**config.mk**
```make
export PLATFORM = sky130hd
export DESIGN_NAME = timer_ctrl_flat
export DESIGN_NICKNAME = d
export VERILOG_FILES = /design/src/rtl/timer_ctrl_pkg.sv /design/src/rtl/timer_ctrl_if.sv /design/src/rtl/timer_ctrl_prescaler.sv /design/src/rtl/timer_ctrl.sv /design/src/flat_wrapper.sv
export SDC_FILE = /design/constraint.sdc
export NUM_CORES = 1
export LEC_CHECK = 0
export CELL_PAD_IN_SITES_DETAIL_PLACEMENT = 0
export CELL_PAD_IN_SITES_GLOBAL_PLACEMENT = 1
export CORE_MARGIN = 1.5
export CORE_UTILIZATION = 40
export CTS_BUF_LIST = sky130_fd_sc_hd__clkbuf_2
export CTS_CLUSTER_DIAMETER = 80
export CTS_CLUSTER_SIZE = 28
export DETAILED_ROUTE_END_ITERATION = 12
export GPL_TIMING_DRIVEN = 0
export MAX_ROUTING_LAYER = met4
export PLACE_DENSITY = 0.93
export SETUP_SLACK_MARGIN = 0.15
export SLEW_MARGIN = 40
export SYNTH_ARGS = -nofsm -noshare
export SYNTH_HDL_FRONTEND = slang
export SYNTH_SLANG_ARGS = --single-unit
```
**constraint.sdc**
```tcl
create_clock -name clk -period 4.7 [get_ports clk]
set_clock_uncertainty 0.2 [all_clocks]
set_input_delay 0.94 -clock clk [delete_from_list [all_inputs] [get_ports clk]]
set_output_delay 0.94 -clock clk [all_outputs]
set_load 0.005 [all_outputs]
```
**src/rtl/timer_ctrl_pkg.sv**
```systemverilog
// Shared types and reset constants for the timer controller.
// The FSM state encoding and the latched configuration bundle live here.
package timer_ctrl_pkg;

  localparam int TIMER_WIDTH   = 16;
  localparam int TIMER_PRESC_W = 8;

  typedef enum logic [1:0] {
    ST_IDLE,
    ST_RUN,
    ST_PAUSE
  } timer_state_t;

  typedef struct packed {
    logic [TIMER_WIDTH-1:0]   period;
    logic [TIMER_PRESC_W-1:0] prescale;
    logic                     oneshot;
  } timer_cfg_t;

  localparam timer_cfg_t CFG_RESET = '{
    period:   '1,
    prescale: '0,
    oneshot:  1'b0
  };

endpackage

```
**src/rtl/timer_ctrl_if.sv**
```systemverilog
// Configuration handshake bundle between a register master and the timer.
// The master offers a new config; the timer accepts it only while idle.
interface timer_ctrl_if #(
  parameter int WIDTH   = 16,
  parameter int PRESC_W = 8
);

  logic               cfg_valid;
  logic               cfg_ready;
  logic [WIDTH-1:0]   cfg_period;
  logic [PRESC_W-1:0] cfg_prescale;
  logic               cfg_oneshot;

  modport master (
    output cfg_valid,
    output cfg_period,
    output cfg_prescale,
    output cfg_oneshot,
    input  cfg_ready
  );

  modport slave (
    input  cfg_valid,
    input  cfg_period,
    input  cfg_prescale,
    input  cfg_oneshot,
    output cfg_ready
  );

endinterface

```
**src/rtl/timer_ctrl_prescaler.sv**
```systemverilog
// Clock divider for the timer: emits a registered step every terminal+1
// enabled cycles; hold freezes both the divider and a pending step.
module timer_prescaler #(
  parameter int PRESC_W = 8
) (
  input  logic               clk,
  input  logic               reset,
  input  logic               clear,
  input  logic               hold,
  input  logic               en,
  input  logic [PRESC_W-1:0] terminal,
  output logic               step
);

  logic [PRESC_W-1:0] cnt;

  always_ff @(posedge clk) begin
    if (reset || clear) begin
      cnt  <= '0;
      step <= 1'b0;
    end else if (en && !hold) begin
      if (cnt == terminal) begin
        cnt  <= '0;
        step <= 1'b1;
      end else begin
        cnt  <= cnt + 1'b1;
        step <= 1'b0;
      end
    end
  end

endmodule

```
**src/rtl/timer_ctrl.sv**
```systemverilog
// Programmable timer: FSM, config register and count/tick/done logic
// around a prescaler that paces the up-counter.
module timer_ctrl
  import timer_ctrl_pkg::*;
#(
  parameter int WIDTH   = TIMER_WIDTH,
  parameter int PRESC_W = TIMER_PRESC_W
) (
  input  logic             clk,
  input  logic             reset,
  timer_ctrl_if.slave      cfg,
  input  logic             start,
  input  logic             stop,
  output logic             busy,
  output logic [WIDTH-1:0] count_val,
  output logic             tick,
  output logic             done
);

  timer_state_t     state_q, state_d;
  timer_cfg_t       cfg_q, cfg_d;
  logic [WIDTH-1:0] count_q, count_d;
  logic             tick_q, tick_d;
  logic             done_q, done_d;
  logic             step;

  // Divider is only live in RUN; a stop cycle freezes it in place.
  timer_prescaler #(.PRESC_W(PRESC_W)) u_presc (
    .clk      (clk),
    .reset    (reset),
    .clear    (state_q == ST_IDLE),
    .hold     (stop),
    .en       (state_q == ST_RUN),
    .terminal (cfg_q.prescale),
    .step     (step)
  );

  always_ff @(posedge clk) begin
    if (reset) begin
      state_q <= ST_IDLE;
      cfg_q   <= CFG_RESET;
      count_q <= '0;
      tick_q  <= 1'b0;
      done_q  <= 1'b0;
    end else begin
      state_q <= state_d;
      cfg_q   <= cfg_d;
      count_q <= count_d;
      tick_q  <= tick_d;
      done_q  <= done_d;
    end
  end

  always_comb begin
    state_d = state_q;
    cfg_d   = cfg_q;
    count_d = count_q;
    tick_d  = 1'b0;
    done_d  = 1'b0;
    unique case (state_q)
      ST_IDLE: begin
        if (cfg.cfg_valid) begin
          cfg_d.period   = cfg.cfg_period;
          cfg_d.prescale = cfg.cfg_prescale;
          cfg_d.oneshot  = cfg.cfg_oneshot;
        end
        if (start) begin
          state_d = ST_RUN;
          count_d = '0;
        end
      end
      ST_RUN: begin
        if (stop) begin
          state_d = ST_PAUSE;
        end else if (step) begin
          if (count_q == cfg_q.period) begin
            count_d = '0;
            tick_d  = 1'b1;
            if (cfg_q.oneshot) begin
              state_d = ST_IDLE;
              done_d  = 1'b1;
            end
          end else begin
            count_d = count_q + 1'b1;
          end
        end
      end
      ST_PAUSE: begin
        if (stop) begin
          state_d = ST_IDLE;
          count_d = '0;
        end else if (start) begin
          state_d = ST_RUN;
        end
      end
      default: state_d = ST_IDLE;
    endcase
  end

  assign cfg.cfg_ready = (state_q == ST_IDLE);
  assign busy          = (state_q != ST_IDLE);
  assign count_val     = count_q;
  assign tick          = tick_q;
  assign done          = done_q;

endmodule
```
**src/flat_wrapper.sv**
```systemverilog
// flat-port wrapper written by rule: the top's interface ports become plain ports
module timer_ctrl_flat import timer_ctrl_pkg::*;
#(
  parameter int WIDTH   = TIMER_WIDTH,
  parameter int PRESC_W = TIMER_PRESC_W
)
  (clk, reset, start, stop, busy, count_val, tick, done, cfg_cfg_valid, cfg_cfg_period, cfg_cfg_prescale, cfg_cfg_oneshot, cfg_cfg_ready);
  timer_ctrl_if #(.WIDTH(WIDTH), .PRESC_W(PRESC_W)) cfg_i ();
  input  logic clk;
  input  logic reset;
  input  logic start;
  input  logic stop;
  output logic busy;
  output logic [WIDTH-1:0] count_val;
  output logic tick;
  output logic done;
  input wire logic [$bits(cfg_i.cfg_valid)-1:0] cfg_cfg_valid;
  input wire logic [$bits(cfg_i.cfg_period)-1:0] cfg_cfg_period;
  input wire logic [$bits(cfg_i.cfg_prescale)-1:0] cfg_cfg_prescale;
  input wire logic [$bits(cfg_i.cfg_oneshot)-1:0] cfg_cfg_oneshot;
  output wire logic [$bits(cfg_i.cfg_ready)-1:0] cfg_cfg_ready;
  assign cfg_i.cfg_valid = cfg_cfg_valid;
  assign cfg_i.cfg_period = cfg_cfg_period;
  assign cfg_i.cfg_prescale = cfg_cfg_prescale;
  assign cfg_i.cfg_oneshot = cfg_cfg_oneshot;
  assign cfg_cfg_ready = cfg_i.cfg_ready;
  timer_ctrl #(.WIDTH(WIDTH), .PRESC_W(PRESC_W)) u_core (.clk(clk), .reset(reset), .cfg(cfg_i), .start(start), .stop(stop), .busy(busy), .count_val(count_val), .tick(tick), .done(done));
endmodule
```
==> results of run 1 <==
## cell type report
type | instances | area [um^2]
clock inverters | 3 | 45.04
multi-input cells | 231 | 1371
fillers | 590 | 2834
flip-flops and latches | 54 | 1081
clock buffers | 5 | 25.02
repair buffers | 49 | 490.5
inverters | 5 | 18.77
plain buffers | 14 | 66.31
well taps | 75 | 93.84
## worst reg2reg max path, cell delays in order, from the launching register on
cell and delay [ns]:
dfxtp_1 0.39, clkbuf_1 0.29, xor2_1 0.14, nor4_1 0.28
nand4_1 0.27, buf_2 0.26, o31ai_1 0.23, a21oi_1 0.10
## cells in the mapped netlist, types with 2 or more instances
library cell  number  area (um^2)
buf_4              2        15.01
nand2_1           65        244.0
nor4b_1            2        17.52
nor2_1            27        101.4
nor2b_1            2        12.51
xor2_1            22        192.7
inv_1              4        15.01
a21oi_1           15        75.07
buf_2              4        20.02
nor3b_1            2        15.01
dfxtp_1           54         1081
or3_1              2        12.51
xnor2_1           17        148.9
nand4_1            6        37.54
and3_1             3        18.77
nor4_1             7        43.79
o21ai_0            2        10.01
clkbuf_1           7        26.28
nand3_1           23        115.1
ha_1               2        25.02
and2_1             4        25.02
a31oi_1            3        18.77
nor3_1             5        25.02
## metal layers
layer,part of all wire,vias up
li1,-,1137
met1,0.50,1012
met2,0.46,35
met3,0.030,7
met4,0.011,0
met5,0,-
## how the worst max path moves through the flow
stage | slack (ns) | depth (start not counted) | startpoint | end
after floorplan | 2.35 | 5 | stop | u_core.u_presc.cnt[0]
after global placement | 1.59 | 6 | stop | u_core.u_presc.cnt[5]
after detailed placement | 1.57 | 6 | stop | u_core.u_presc.cnt[1]
after CTS | 1.77 | 3 | u_core.state_q[1] | cfg_cfg_ready
after global routing | 1.67 | 3 | u_core.state_q[1] | cfg_cfg_ready
final | 1.76 | 3 | u_core.state_q[1] | cfg_cfg_ready
## state kept, by name, indices dropped and copies added, names as in the netlist
register / flops
u_core.u_presc.cnt: 8
u_core.tick: 1
u_core.u_presc.step: 1
u_core.done: 1
u_core.state_q: 2
u_core.count_val: 16
u_core.cfg_q: 25
## logic make-up after synthesis
logic type,after synthesis,share of synthesized area
adder cells (fa/ha/maj),2,0.009860
AND/OR/NAND/NOR,161,0.3210
flip-flops,54,0.4260
XOR/XNOR,39,0.1346
AO/OA/AOI/OAI,28,0.07101
multiplexers,1,0.003945
buffers and inverters,19,0.03353
## power by group
| part | switching, mW | internal (mW) |
|---|---|---|
| clock network | 0.151 | 0.0889 |
| registers | 0.0135 | 0.478 |
| logic | 0.0586 | 0.0552 |
| total | 0.223 | 0.622 |
==> flow_summary_export.csv, run 1 <==
group,metric,value,unit
status,status,"finished clean",
timing,fin_crit,2.943,ns
critical_path,rr_endpoint,"u_core.state_q[0]",
power_and_ir_drop,total_power,845.4,uW
final_layout,n_antenna_cell,0,
placement,hpwl,4.389,mm
timing,fmax,339.8,MHz
route,via_count,2191,
power_and_ir_drop,peakVddDrop,0.1341,mV
timing,relSlewSlack,0.5923,
final_layout,final_util,0.5297,
power_and_ir_drop,power_density,264.9,nW/um^2
grt,grt.met1_usage,0.2397,
route,detail_route.vias_per_cell,5.025,
hold_path,min_delay_worst_endpoint,"u_core.cfg_q[7]",
cts,insertion_delay,0.44,ns
critical_path,path_class,"reg -> out",
critical_path,reg2reg_setup_slack,2.45,ns
placement,place_ws,1.569,ns
power_and_ir_drop,power_leakage,1.170,nW
critical_path,critPathBufInv,2,
critical_path,critical-path-top-delay-family,"buffers and inverters",
final_layout,stdcell_count,436,
hold_path,min_path_type,"reg -> reg",
placement,dp.cells,428,
critical_path,max_stage_delay,0.58,ns
critical_path,worstPathMaxFanout,8,
critical_path,cp.arrival,1.80,ns
timing,finalHoldViolations,0,
run,max_cap_violations,0,
route,routed_wirelength,5.776,mm
final_layout,area_growth,25.79,%
critical_path,crit_path_cell_trace,"buf_4, nor2_1, clkdlybuf4s50_1",
placement,place_area,3122,um^2
hold_path,hp-start,"u_core.cfg_q[7]",
timing,worst_pin_slew,0.6103,ns
route,route.detailed.drc,0,
critical_path,slowest_stage,"clkdlybuf4s50_1",
floorplanning,rows,28,
final_layout,final_common_cell,"nand2_1",
critical_path,rr_startpoint,"u_core.count_val[4]",
grt,gr-total-overflow,0,
yosys,ys_types,47,
cts,root_buffer,"clkbuf_2",
cts,cts.sinks,54,
timing,slew_violations,0,
cts,holdBufCountCts,0,
yosys,yosys_warnings,0,
cts,clockBufferDepth,2,
floorplanning,die_w,82.65,um
yosys,syn_inst,304,
grt,gr-usage-met3,0.02747,
floorplanning,initial_core_util,0.4211,
floorplanning,io_pins,50,
critical_path,required,3.56,ns
grt,busiest_layer,"met2",
floorplanning,dieArea,6830,um^2
route,dr.pass1.iters,4,
cts,ctsHtreeMaxLevel,2,
cts,ctsResizeCount,0,
route,ant_nets,0,
grt,grt_pass1_vias,2044,
yosys,synth-main-ff-cell,"dfxtp_1",
yosys,synth.cell_area,2537,um^2
critical_path,startpoint_type,"flop",
cts,path_clk_slew,0.27,ns
hold_path,holdPathStages,2,
timing,rsz0062_at_grt,"false",
final_layout,layout-drive-gt1-share,0.06648,
floorplanning,coreArea,6026,um^2
floorplanning,die_h,82.65,um
cts,cts_tree,"done",
cts,post_cts_buffers,0,
grt,grt_use_met2,0.2951,
grt,grt_pass1_wl,9.377,mm
yosys,synthesis.nets,336,
grt,antenna_found_initial,0,
timing,tns,0,ns
cts,cts_buffers,5,
yosys,postSynthAreaPerCell,8.347,um^2
grt,grt_max_degree,18,
timing,setup_slack,1.757,ns
timing,hold_slack,0.2885,ns
placement,routabilityCongestion,0.8326,
yosys,ys_seq_elements,54,
placement,numPortBuffers,49,
route,wire_per_inst,13.25,um
route,drt_iter0_drc,94,
critical_path,ff2ff_path_depth,7,
grt,grtUsageTotal,0.1840,
yosys,synth_edf_count,0,
yosys,postSynth.asyncResetShare,0,
final_layout,final_nets,392,
timing,period_share,0.6262,
critical_path,endpoint_kind,"output port",
final_layout,final_area,3192,um^2
final_layout,final_cell_mix,"nand2_1 (65), dfxtp_1 (54), clkdlybuf4s50_1 (49)",
timing,setup_viol,0,
yosys,synth-seq-area-share,0.4260,
No activity file was read; power rests on OpenSTA's default activity.
==> run 2: changes to the inputs <==
--- a/config.mk
+++ b/config.mk
@@ -8,14 +8,14 @@
 export CELL_PAD_IN_SITES_DETAIL_PLACEMENT = 0
 export CELL_PAD_IN_SITES_GLOBAL_PLACEMENT = 1
 export CORE_MARGIN = 1.5
-export CORE_UTILIZATION = 40
+export CORE_UTILIZATION = 36
 export CTS_BUF_LIST = sky130_fd_sc_hd__clkbuf_2
 export CTS_CLUSTER_DIAMETER = 80
 export CTS_CLUSTER_SIZE = 28
 export DETAILED_ROUTE_END_ITERATION = 12
 export GPL_TIMING_DRIVEN = 0
 export MAX_ROUTING_LAYER = met4
-export PLACE_DENSITY = 0.93
+export PLACE_DENSITY = 0.89
 export SETUP_SLACK_MARGIN = 0.15
 export SLEW_MARGIN = 40
 export SYNTH_ARGS = -nofsm -noshare
==> constraint.sdc (replaced) <==
create_clock -name clk -period 2.63 [get_ports clk]
set_clock_uncertainty 0.2 [all_clocks]
set_input_delay 0.526 -clock clk [delete_from_list [all_inputs] [get_ports clk]]
set_output_delay 0.526 -clock clk [all_outputs]
set_load 0.005 [all_outputs]
==> flow_summary_export.csv, run 2 (synthesis results as in run 1) <==
group,metric,value,unit
critical_path,crit_path_cell_trace,"clkdlybuf4s50_1",
floorplanning,die_h,86.96,um
timing,relSlewSlack,0.6014,
hold_path,min_path_type,"reg -> reg",
timing,worst_pin_slew,0.5967,ns
critical_path,critPathLaunch,"u_core.count_val[5]",
timing,finalHoldViolations,0,
final_layout,final_common_cell,"nand2_1",
timing,setup_viol,0,
critical_path,required,1.90,ns
grt,grt_max_degree,17,
placement,place_area,3148,um^2
floorplanning,coreArea,6794,um^2
critical_path,startpoint_type,"flop",
route,via_count,2266,
cts,ctsHtreeMaxLevel,2,
floorplanning,io_pins,50,
grt,antenna_found_initial,0,
cts,post_cts_buffers,0,
timing,hold_slack,0.2790,ns
final_layout,area_growth,26.04,%
grt,gr-total-overflow,0,
cts,cts_tree,"done",
timing,fmax,426.4,MHz
hold_path,hp-start,"u_core.cfg_q[0]",
cts,path_clk_slew,0.26,ns
final_layout,n_antenna_cell,0,
final_layout,stdcell_count,457,
floorplanning,die_w,86.96,um
power_and_ir_drop,p_sw,388.0,uW
cts,cts_buffers,5,
critical_path,reg2reg_setup_slack,0.49,ns
critical_path,rr_endpoint,"u_core.state_q[0]",
floorplanning,initial_core_util,0.3735,
floorplanning,dieArea,7561,um^2
critical_path,ff2ff_path_depth,7,
final_layout,layout-drive-gt1-share,0.06648,
final_layout,final_util,0.4707,
timing,fin_crit,2.345,ns
timing,slew_violations,0,
power_and_ir_drop,internal_power,1.024,mW
critical_path,worstPathMaxFanout,7,
route,routed_wirelength,5.819,mm
cts,holdBufCountCts,0,
placement,place_ws,-0.09874,ns
final_layout,nFillCells,693,
power_and_ir_drop,power_leakage,1.169,nW
route,drt_iter0_drc,124,
placement,hpwl,4.433,mm
critical_path,crit_path_end,"count_val[5]",
critical_path,max_stage_delay,0.61,ns
cts,insertion_delay,0.44,ns
route,route.detailed.drc,0,
placement,numPortBuffers,49,
grt,grt_pass1_vias,2098,
power_and_ir_drop,power_frac_comb,0.143,
grt,grtUsageTotal,0.1699,
critical_path,path_class,"reg -> out",
status,status,"finished clean",
critical_path,slowest_stage,"dfxtp_1",
cts,cts.sinks,54,
route,ant_nets,0,
placement,routabilityCongestion,0.7950,
route,wire_per_inst,12.73,um
grt,grt_pass1_wl,9.804,mm
power_and_ir_drop,peakVddDrop,0.2185,mV
final_layout,final_area,3198,um^2
final_layout,final_nets,392,
timing,setup_slack,0.2848,ns
timing,rsz0062_at_grt,"false",
placement,dp.cells,449,
critical_path,crit_cells,1,
power_and_ir_drop,swShare,0.2747,
power_and_ir_drop,clkPwrFrac,0.235,
route,dr.pass1.iters,4,
timing,period_share,0.8917,
power_and_ir_drop,seqPwrFrac,0.622,
final_layout,final_cell_mix,"nand2_1 (65), dfxtp_1 (54), clkdlybuf4s50_1 (49)",
critical_path,cp.arrival,1.62,ns
critical_path,endpoint_kind,"output port",
power_and_ir_drop,power_density,441.7,nW/um^2
final_layout,largest_register,"u_core.cfg_q",
critical_path,critical-path-top-delay-family,"flip-flops",
floorplanning,rows,30,
critical_path,rr_startpoint,"u_core.count_val[4]",
hold_path,holdPathStages,2,
cts,clockBufferDepth,2,
route,detail_route.vias_per_cell,4.958,
critical_path,critPathBufInv,1,
cts,root_buffer,"clkbuf_2",
timing,tns,0,ns
final_layout,largest_reg_flops,25,
power_and_ir_drop,total_power,1.412,mW
run,max_cap_violations,0,
[run 2: changes by cell type in the layout (fill, tap and decap cells not counted), sizes merged]
cell / before / now
clkinv: 1 / 2
clkbuf: 13 / 14
bufinv: 1 / 0
clkinvlp: 2 / 0
inv: 4 / 5
[run 2: layer usage]
| layer | vias up | GRT usage | wire (um) |
|---|---|---|---|
| met3 | 9 | 0.03223 | 256 |
| met4 | 0 | 0.04106 | 80 |
| met2 | 57 | 0.2755 | 2748 |
| met1 | 1060 | 0.2186 | 2733 |
| met5 | - | - | 0 |
| li1 | 1140 | - | - |
[run 2: repair_timing]
item / in CTS / in global routing
setup endpoints to repair: 1 / 2
gates resized for setup: 1 / 1
pin swaps: 0 / 0
[run 2: area by class of cell]
cell class	count	area [um^2]	share of cell area
Timing Repair Buffer	49	490.5	0.1534
Tap cell	96	120.1	0.03756
Clock inverter	2	12.51	0.003912
Buffer	14	66.31	0.02074
Inverter	5	18.77	0.005869
Multi-Input combinational cell	231	1379	0.4311
Clock buffer	6	30.03	0.009390
Sequential cell	54	1081	0.3380
[run 2: how the worst min path moves through the flow]
| stage | to | slack, ns |
|---|---|---|
| 2_1_floorplan | u_core.cfg_q[0] | 0.24 |
| 3_3_place_gp | u_core.cfg_q[0] | 0.25 |
| 3_5_place_dp | u_core.cfg_q[0] | 0.26 |
| 4_1_cts | u_core.done | 0.28 |
| 5_1_grt | u_core.cfg_q[7] | 0.31 |
| 6_report | u_core.cfg_q[0] | 0.28 |
[run 2: power groups by stage]
stage | Combinational [mW] | Sequential (mW) | Clock (mW)
floorplan | 0.121 | 0.887 | 0
global placement | 0.200 | 0.893 | 0
detailed placement | 0.203 | 0.894 | 0
CTS | 0.205 | 0.879 | 0.347
global route | 0.226 | 0.884 | 0.385
finish | 0.203 | 0.878 | 0.331
==> run 3: changes to the inputs <==
--- a/config.mk
+++ b/config.mk
@@ -5,10 +5,11 @@
 export SDC_FILE = /design/constraint.sdc
 export NUM_CORES = 1
 export LEC_CHECK = 0
+export ABC_AREA = 1
 export CELL_PAD_IN_SITES_DETAIL_PLACEMENT = 0
 export CELL_PAD_IN_SITES_GLOBAL_PLACEMENT = 1
 export CORE_MARGIN = 1.5
-export CORE_UTILIZATION = 36
+export CORE_UTILIZATION = 35
 export CTS_BUF_LIST = sky130_fd_sc_hd__clkbuf_2
 export CTS_CLUSTER_DIAMETER = 80
 export CTS_CLUSTER_SIZE = 28
==> flow_summary_export.csv, run 3 <==
group,metric,value,unit
yosys,postSynth.asyncResetShare,0,
final_layout,nFillCells,814,
timing,fin_crit,2.331,ns
cts,holdBufCountCts,0,
critical_path,slowest_stage,"clkdlybuf4s50_1",
critical_path,worstPathMaxFanout,5,
cts,cts.sinks,54,
timing,slew_violations,0,
final_layout,multi_input_area,1503,um^2
route,detail_route.vias_per_cell,4.861,
power_and_ir_drop,peakVddDrop,0.2282,mV
status,status,"finished clean",
final_layout,area_growth,24.37,%
yosys,synthTopCellsByArea,"dfxtp_1 (38%), nand2_1 (16%), nor2_1 (9.3%), inv_1 (5.6%), o211ai_1 (3.7%)",
hold_path,holdPathStages,2,
yosys,ys_types,34,
floorplanning,io_pins,50,
timing,period_share,0.8862,
final_layout,n_antenna_cell,0,
final_layout,final_cell_mix,"nand2_1 (120), nor2_1 (70), dfxtp_1 (53)",
timing,tns,0,ns
timing,worst_pin_slew,0.5846,ns
critical_path,required,1.90,ns
power_and_ir_drop,power_density,468.4,nW/um^2
cts,cts_buffers,5,
timing,rsz0062_at_grt,"false",
cts,ctsHtreeMaxLevel,2,
critical_path,crit_path_cell_trace,"nor2_4, clkdlybuf4s50_1",
critical_path,max_stage_delay,0.53,ns
route,drt_iter0_drc,117,
floorplanning,dieArea,8631,um^2
critical_path,rr_endpoint,"u_core.count_val[8]",
route,wire_per_inst,12.74,um
critical_path,endpoint_kind,"output port",
power_and_ir_drop,total_power,1.648,mW
hold_path,min_path_type,"reg -> reg",
critical_path,startpoint_type,"flop",
floorplanning,rows,32,
route,ant_nets,0,
final_layout,layout-drive-gt1-share,0.07173,
yosys,synth.most_common_cell,"nand2_1",
final_layout,final_common_cell,"nand2_1",
hold_path,hp-start,"u_core.cfg_q[0]",
final_layout,final_area,3518,um^2
yosys,postSynthAreaPerCell,6.784,um^2
critical_path,reg2reg_setup_slack,0.59,ns
yosys,synth-main-ff-cell,"dfxtp_1",
yosys,yosysTopAreaCell,"dfxtp_1",
cts,insertion_delay,0.44,ns
yosys,syn_inst,417,
cts,cts_tree,"done",
route,dr.pass1.iters,4,
grt,grt_pass1_wl,12.25,mm
yosys,synth_top_area_frac,0.3821,
timing,hold_slack,0.3125,ns
timing,fmax,429.0,MHz
route,routed_wirelength,7.339,mm
floorplanning,initial_core_util,0.3642,
floorplanning,die_w,92.91,um
final_layout,largest_reg_flops,25,
run,max_cap_violations,0,
grt,grtUsageTotal,0.1837,
grt,gr-total-overflow,0,
final_layout,ff_latch_area,1082,um^2
yosys,synth_edf_count,0,
placement,hpwl,5.513,mm
route,routed-wl-met2,3.453,mm
cts,root_buffer,"clkbuf_2",
timing,setup_viol,0,
timing,finalHoldViolations,0,
route,via_count,2800,
final_layout,final_util,0.4530,
grt,antenna_found_initial,0,
hold_path,min_delay_worst_endpoint,"u_core.done",
placement,routabilityCongestion,0.8310,
final_layout,largest_register,"u_core.cfg_q",
floorplanning,die_h,92.91,um
floorplanning,coreArea,7767,um^2
placement,numPortBuffers,49,
critical_path,cp.arrival,1.60,ns
timing,relSlewSlack,0.6102,
grt,grt_max_degree,17,
route,route.detailed.drc,0,
yosys,synthTopCellsByCount,"nand2_1 (120), nor2_1 (70), dfxtp_1 (54)",
yosys,synthesis.nets,449,
cts,post_cts_buffers,0,
route,highest_layer,"met4",
yosys,ys_seq_elements,54,
route,wl_met1,3.446,mm
critical_path,ff2ff_path_depth,7,
cts,clockBufferDepth,2,
final_layout,final_nets,505,
route,met3WireLength,385,um
power_and_ir_drop,power_leakage,1.381,nW
yosys,synth.cell_area,2829,um^2
grt,grt_pass1_vias,2588,
yosys,synth-seq-area-share,0.3821,
yosys,yosys_warnings,0,
cts,path_clk_slew,0.27,ns
placement,place_area,3447,um^2
critical_path,rr_startpoint,"u_core.count_val[0]",
critical_path,path_class,"reg -> out",
==> run 3: where the power goes <==
| group | internal, mW | switching (mW) | leakage, nW |
|---|---|---|---|
| Combinational | 0.143 | 0.182 | 0.896 |
| Sequential | 0.867 | 0.0327 | 0.442 |
| Clock | 0.158 | 0.266 | 0.0427 |
==> run 3: cell type report <==
class,count,area share
Tap cell,102,0.03627
Clock inverter,3,0.01138
Timing Repair Buffer,49,0.1394
Multi-Input combinational cell,305,0.4271
Clock buffer,5,0.007112
Inverter,45,0.04872
Sequential cell,54,0.3076
Buffer,13,0.02240
==> run 3: cell families (layout without fill, tap and decap cells) <==
logic type               after synthesis  in the layout  synth area share
multiplexers                           1              1          0.003538
buffers and inverters                 58            115           0.08846
AO/OA/AOI/OAI                         48             48            0.1057
XOR/XNOR                              16             16           0.04953
adder cells (fa/ha/maj)                2              2          0.008844
flip-flops                            54             54            0.3821
AND/OR/NAND/NOR                      238            238            0.3618
==> run 3: worst max path at each step <==
| stage | depth (start not counted) | end | startpoint | slack, ns |
|---|---|---|---|---|
| 3_3_place_gp | 5 | u_core.cfg_q[19] | reset | 0.22 |
| 2_1_floorplan | 7 | u_core.count_val[8] | u_core.count_val[0] | 0.93 |
| 3_5_place_dp | 5 | u_core.cfg_q[22] | reset | 0.17 |
| 5_1_grt | 2 | cfg_cfg_ready | u_core.state_q[1] | 0.19 |
| 6_report | 2 | cfg_cfg_ready | u_core.state_q[1] | 0.30 |
| 4_1_cts | 3 | busy | u_core.state_q[1] | 0.21 |
==> run 3: per-stage QoR <==
step                instances  setup WS (ns)
floorplan                 417         0.9331
CTS                       576         0.2066
finish                    576         0.2993
global route              576         0.1894
global placement          568         0.2221
detailed placement        568         0.1654
==> run 3: timing repair <==
action | in CTS | in global routing
setup endpoints to repair | 1 | 2
hold endpoints to repair | 0 | 0
cloned | 0 | 0
gates resized for setup | 1 | 1
==> run 3: per-layer routing <==
layer,GRT usage,up-vias
li1,-,1449
met1,0.2381,1286
met2,0.3054,58
met3,0.02791,7
met4,0.03409,0
met5,-,-
==> run 3: worst max-delay path, delay by kind of cell (launching register included) <==
| family | cells | cell delay, ns |
|---|---|---|
| and+or+nand+nor | 1 | 0.21 |
| DFF | 1 | 0.43 |
| buffers and inverters | 1 | 0.53 |
